### config.mk
export PLATFORM = sky130hd
export DESIGN_NAME = bcd_scan_controller_flat
export DESIGN_NICKNAME = d
export VERILOG_FILES = /design/src/rtl/bcd_scan_controller_if.sv /design/src/rtl/bcd_scan_controller.sv /design/src/flat_wrapper.sv
export SDC_FILE = /design/constraint.sdc
export NUM_CORES = 1
export LEC_CHECK = 0
export ABC_AREA = 1
export BUFFER_PORTS_ARGS = -buffer_cell sky130_fd_sc_hd__buf_2
export CORE_ASPECT_RATIO = 1.5
export CORE_MARGIN = 3
export CORE_UTILIZATION = 54
export DETAILED_ROUTE_END_ITERATION = 10
export GPL_ROUTABILITY_DRIVEN = 0
export PLACE_DENSITY = 0.76
export SKIP_CTS_REPAIR_TIMING = 1
export SLEW_MARGIN = 15
export SYNTH_ARGS = -nofsm -noshare
export SYNTH_HDL_FRONTEND = slang
export SYNTH_SLANG_ARGS = --single-unit
### constraint.sdc
create_clock -name clk -period 1.7 [get_ports clk]
set_input_delay 0 -clock clk [delete_from_list [all_inputs] [get_ports clk]]
set_output_delay 0 -clock clk [all_outputs]
set_load 0.02 [all_outputs]
### src/rtl/bcd_scan_controller_if.sv
// Producer-to-display handshake bundle for bcd_scan_controller.
// The master offers a 14-bit binary value and the slave returns in_ready.
interface bcd_scan_controller_if;
  logic        in_valid;
  logic [13:0] in_data;
  logic        in_ready;

  modport master (output in_valid, output in_data, input in_ready);
  modport slave  (input in_valid, input in_data, output in_ready);
endinterface

### src/rtl/bcd_scan_controller.sv
// Binary-to-BCD converter (shift-and-add-3) feeding a 4-digit multiplexed display scanner.
// Optional leading-zero blanking is enabled by defining LEADING_ZERO_BLANK_EN.
module bcd_scan_controller #(
  parameter int SCAN_DIV_W = 15
) (
  input  logic                  clk,
  input  logic                  reset,
  bcd_scan_controller_if.slave  in_if,
  output logic                  busy,
  output logic                  done,
  output logic                  ovf,
  output logic [3:0]            digit,
  output logic [1:0]            an_sel,
  output logic                  blank
);

  typedef enum logic [1:0] {IDLE, ADJUST, SHIFT, LOAD} state_t;

  state_t           state_q;
  logic [29:0]      work_q;
  logic [3:0]       cnt_q;
  logic             done_q;
  logic             ovf_q;
  logic [3:0]       held_q [4];

  logic [13:0]      sat_val;
  logic [29:0]      work_adj;
  logic [3:0]       cnt_inc;

  assign sat_val = (in_if.in_data > 14'd9999) ? 14'd9999 : in_if.in_data;
  assign cnt_inc = cnt_q + 4'd1;
  assign work_adj[13:0] = work_q[13:0];

  // Add 3 to every BCD nibble that would overflow past 9 after the next doubling.
  generate
    for (genvar gi = 0; gi < 4; gi++) begin : g_adj
      logic [3:0] nib;
      assign nib = work_q[14 + 4*gi +: 4];
      assign work_adj[14 + 4*gi +: 4] = (nib >= 4'd5) ? nib + 4'd3 : nib;
    end
  endgenerate

  always_ff @(posedge clk) begin
    if (reset) begin
      state_q <= IDLE;
      work_q  <= '0;
      cnt_q   <= '0;
      done_q  <= 1'b0;
      ovf_q   <= 1'b0;
      for (int i = 0; i < 4; i++) held_q[i] <= 4'd0;
    end else begin
      done_q <= 1'b0;
      case (state_q)
        IDLE: begin
          if (in_if.in_valid) begin
            work_q  <= {16'd0, sat_val};
            cnt_q   <= 4'd0;
            ovf_q   <= (in_if.in_data > 14'd9999);
            state_q <= ADJUST;
          end
        end
        ADJUST: begin
          work_q  <= work_adj;
          state_q <= SHIFT;
        end
        SHIFT: begin
          work_q  <= {work_q[28:0], 1'b0};
          cnt_q   <= cnt_inc;
          state_q <= (cnt_inc < 4'd14) ? ADJUST : LOAD;
        end
        LOAD: begin
          for (int i = 0; i < 4; i++) held_q[i] <= work_q[14 + 4*i +: 4];
          done_q  <= 1'b1;
          state_q <= IDLE;
        end
        default: state_q <= IDLE;
      endcase
    end
  end

  assign in_if.in_ready = (state_q == IDLE);
  assign busy           = (state_q != IDLE);
  assign done           = done_q;
  assign ovf            = ovf_q;

  // Anode scanner: free-running, independent of the conversion FSM.
  logic [SCAN_DIV_W-1:0] presc_q, presc_d;
  logic [1:0]            an_sel_q, an_sel_d;
  logic [3:0]            digit_q, digit_d;

  always_comb begin
    presc_d  = presc_q + {{(SCAN_DIV_W-1){1'b0}}, 1'b1};
    an_sel_d = (presc_d == '0) ? an_sel_q + 2'd1 : an_sel_q;
    digit_d  = held_q[an_sel_q];
  end

  always_ff @(posedge clk) begin
    if (reset) begin
      presc_q  <= '0;
      an_sel_q <= 2'd0;
      digit_q  <= 4'd0;
    end else begin
      presc_q  <= presc_d;
      an_sel_q <= an_sel_d;
      digit_q  <= digit_d;
    end
  end

  assign an_sel = an_sel_q;
  assign digit  = digit_q;

`ifdef LEADING_ZERO_BLANK_EN
  // lz[i]: digit i and every higher digit are zero; the ones digit is never blanked.
  logic [3:0] lz;
  logic       blank_q, blank_d;

  assign lz[0] = 1'b0;
  generate
    for (genvar gi = 1; gi < 4; gi++) begin : g_lz
      if (gi == 3) begin : g_top
        assign lz[gi] = (held_q[gi] == 4'd0);
      end else begin : g_low
        assign lz[gi] = (held_q[gi] == 4'd0) && lz[gi+1];
      end
    end
  endgenerate

  always_comb begin
    blank_d = lz[an_sel_q];
  end

  always_ff @(posedge clk) begin
    if (reset) blank_q <= 1'b0;
    else       blank_q <= blank_d;
  end

  assign blank = blank_q;
`else
  assign blank = 1'b0;
`endif

endmodule

### src/flat_wrapper.sv
// flat-port wrapper written by rule: the top's interface ports become plain ports
module bcd_scan_controller_flat 
#(
  parameter int SCAN_DIV_W = 15
)
  (clk, reset, busy, done, ovf, digit, an_sel, blank, in_if_in_valid, in_if_in_data, in_if_in_ready);
  bcd_scan_controller_if in_if_i ();
  input  logic clk;
  input  logic reset;
  output logic busy;
  output logic done;
  output logic ovf;
  output logic [3:0] digit;
  output logic [1:0] an_sel;
  output logic blank;
  input wire logic [$bits(in_if_i.in_valid)-1:0] in_if_in_valid;
  input wire logic [$bits(in_if_i.in_data)-1:0] in_if_in_data;
  output wire logic [$bits(in_if_i.in_ready)-1:0] in_if_in_ready;
  assign in_if_i.in_valid = in_if_in_valid;
  assign in_if_i.in_data = in_if_in_data;
  assign in_if_in_ready = in_if_i.in_ready;
  bcd_scan_controller #(.SCAN_DIV_W(SCAN_DIV_W)) u_core (.clk(clk), .reset(reset), .in_if(in_if_i), .busy(busy), .done(done), .ovf(ovf), .digit(digit), .an_sel(an_sel), .blank(blank));
endmodule
==> summary.md <==
| Metric | Value |
|---|---|
| Pin count of the biggest net entering global routing | `47` |
| CP arrival | `1930 ps` |
| Average wire per standard cell | `13.5 um` |
| Synthesized instance count | `513` |
| Hold Vio Cnt, Final | `0` |
| Crit-path slowest cell | `dfxtp_4` |
| Clock sink total | `75` |
| I/O Pins | `28` |
| Sequential share of the synthesized area | `43.6%` |
| Dpl hpwl | `5.90 mm` |
| Vias in the first global route | `3241` |
| Chip width | `74.6 um` |
| Placeable Area | `0.00667 mm^2` |
| Commonest non-fill, non-tap cells in the layout | `nand2_1, nor2_1, dfxtp_1, a21oi_1, inv_1` |
| Initial antenna violation count | `0` |
| Commonest non-fill, non-tap cell in the layout | `nand2_1` |
| Residual DRC count | `0` |
| Power per Cell Area | `884 mW/mm^2` |
| TNS Setup | `0 ps` |
| Critical path required time | `1950 ps` |
| Synth-to-layout area growth | `23.4%` |
| Flops & latches, synth | `75` |
| Starting Density | `57.1%` |
| Leakage | `1.82 nW` |
| Grt met2 use | `37.5%` |
| 1st-iter DRT viols | `190` |
| Clk slew on worst S/H paths | `80 ps` |
| Period minus WS final | `1690 ps` |
| Met3 GRT Util | `5.72%` |
| CTS tree | `yes` |
| Slew @ Worst Pin | `521 ps` |
| Min-Delay Path Class | `primary input to register` |
| Tot GR Track Use | `21.9%` |
| Final Slew Violations | `0` |
| Max clock buf depth | `2` |
| Met1 GRT Util | `25.4%` |
| Synthesized cell area | `0.00381 mm^2` |
| VDD IR max | `0.567 mV` |
| Outcome | `completed` |
| CP Launch Type | `register` |
| CTS buffer count | `9` |
| Max-cap violations | `0` |
| Worst setup path class | `register to register` |
| Drt via density | `5.52` |
| GRT busiest layer | `met2` |
| Final period utilization | `99.1%` |
| Die Ht | `109 um` |
| Mean Syn Cell Area | `7.42 um^2` |
| YS warnings | `0` |
| Critical Path Max Stage Delay | `380 ps` |
| Final setup viols | `0` |
| Critical Path Sink Type | `register` |
| ANT cells | `0` |
| Critical path, cell by cell | `inv_4, buf_6, ha_4, inv_4, o21ai_4, inv_2, nor2_4, clkinvlp_4, a21oi_2, a21oi_1` |
| Global-route wire length before repair | `13.9 mm` |
| Most used cell, CP | `inv_4` |
| DR vias | `3602` |
| DR pass1 iterations | `5` |
| Die area | `0.00812 mm^2` |
| Nets | `605` |
| RSZ-0062 raised after global routing | `yes` |
| Yosys cell types | `32` |
| Layout cells sized above 1 | `24.4%` |
| Net Count, Synth | `545` |
| CP Max Fanout | `6` |
| Row cnt | `36` |
| Total gr overflow | `0` |
| Fmax | `593 MHz` |
| Setup skew after layout | `5.77 ps` |
| Max_slew headroom | `65.3%` |
| Antenna-violating nets left | `0` |
| Clock latency at the later pin of the worst-skew pair | `350 ps` |
| Root buffer selected by CTS | `clkbuf_8` |
| Final WL | `8.81 mm` |
| Final Hold Slack | `9.54 ps` |
| H-tree depth | `3` |
| Fin util | `70.5%` |
| Number of I/O port buffers | `26` |
path summary, 6_finish.rpt:
| check | from | to | slack [ps] | cells after the start |
|---|---|---|---|---|
| max | u_core.state_q[0] | u_core.work_q[5] | 10 | 10 |
| min | in_if_in_valid | u_core.ovf | 10 | 4 |
| max reg2reg | u_core.state_q[0] | u_core.work_q[5] | 10 | 10 |
| min reg2reg | u_core.work_q[27] | u_core.work_q[27] | 470 | 2 |
metal layers:
metal | vias to the layer above | wire, um
met5 | - | 0
met4 | 0 | 164
met3 | 18 | 361
met2 | 79 | 4760
met1 | 1689 | 3520
li1 | 1816 | -
Yosys cell counts, drive strengths merged:
cell type | n | area, um^2
nand3 | 36 | 180
o22ai | 12 | 75.1
clkbuf | 11 | 41.3
nor3 | 1 | 5.00
xor2 | 7 | 61.3
a21oi | 56 | 280
buf | 8 | 51.3
o21ai | 37 | 185
o221ai | 1 | 8.76
a211oi | 1 | 7.51
a311oi | 1 | 8.76
edfxtp | 16 | 480
nand2 | 94 | 355
nand4 | 7 | 43.8
dfxtp | 59 | 1180
inv | 58 | 218
xnor2 | 1 | 8.76
and2 | 2 | 12.5
nand3b | 2 | 15.0
a22oi | 4 | 30.0
nor2 | 80 | 348
conb | 1 | 3.75
ha | 15 | 188
a31oi | 3 | 18.8
cells by family (layout without fill, tap and decap cells):
| kind of cell | after synthesis | in the layout | share of synthesized area, % |
|---|---|---|---|
| buffers and inverters | 77 | 141 | 8.15 |
| XOR/XNOR | 8 | 8 | 1.84 |
| adder cells (fa/ha/maj) | 15 | 15 | 4.93 |
| AO/OA/AOI/OAI | 115 | 115 | 16.1 |
| flip-flops | 75 | 75 | 43.6 |
| AND/OR/NAND/NOR | 222 | 222 | 25.2 |
| other | 1 | 1 | 0.0985 |
area by class of cell:
cell class / count / area [um^2]
fillers: 531 / 1970
multi-input cells: 361 / 2030
inverters: 58 / 226
repair inverters: 1 / 7.51
clock buffers: 10 / 128
clock inverters: 5 / 55.1
repair buffers: 67 / 484
flip-flops and latches: 75 / 1680
well taps: 76 / 95.1
power by group:
group	internal (mW)	switching (mW)
Clock	0.665	0.657
Combinational	0.347	0.499
Sequential	1.92	0.0685
sequential cells by signal, indices dropped and copies added, names as in the netlist, 2 cells and up:
register	cells
u_core.presc_q	15
u_core.cnt_q	4
u_core.work_q	30
u_core.held_q	16
u_core.an_sel	2
u_core.digit	4
u_core.state_q	2
critical path: cells and delay by family (launching register included):
kind            cells  cell delay (ps)
compound gates      3              360
fa+ha+maj           1              130
buf+inv             5              510
flops               1              380
simple gates        1              200
per-stage QoR:
stage          total power [mW]  instances  worst slack, ps  cell area, um^2
2_1_floorplan              2.46        513             12.1             3810
3_3_place_gp               2.68        623             32.7             4150
3_5_place_dp               2.71        623            -73.1             4150
4_1_cts                    4.01        638             -101             4330
5_1_grt                    4.32        653            -86.1             4700
6_report                   4.15        653             14.8             4700
(Power assumes the default switching activity.)
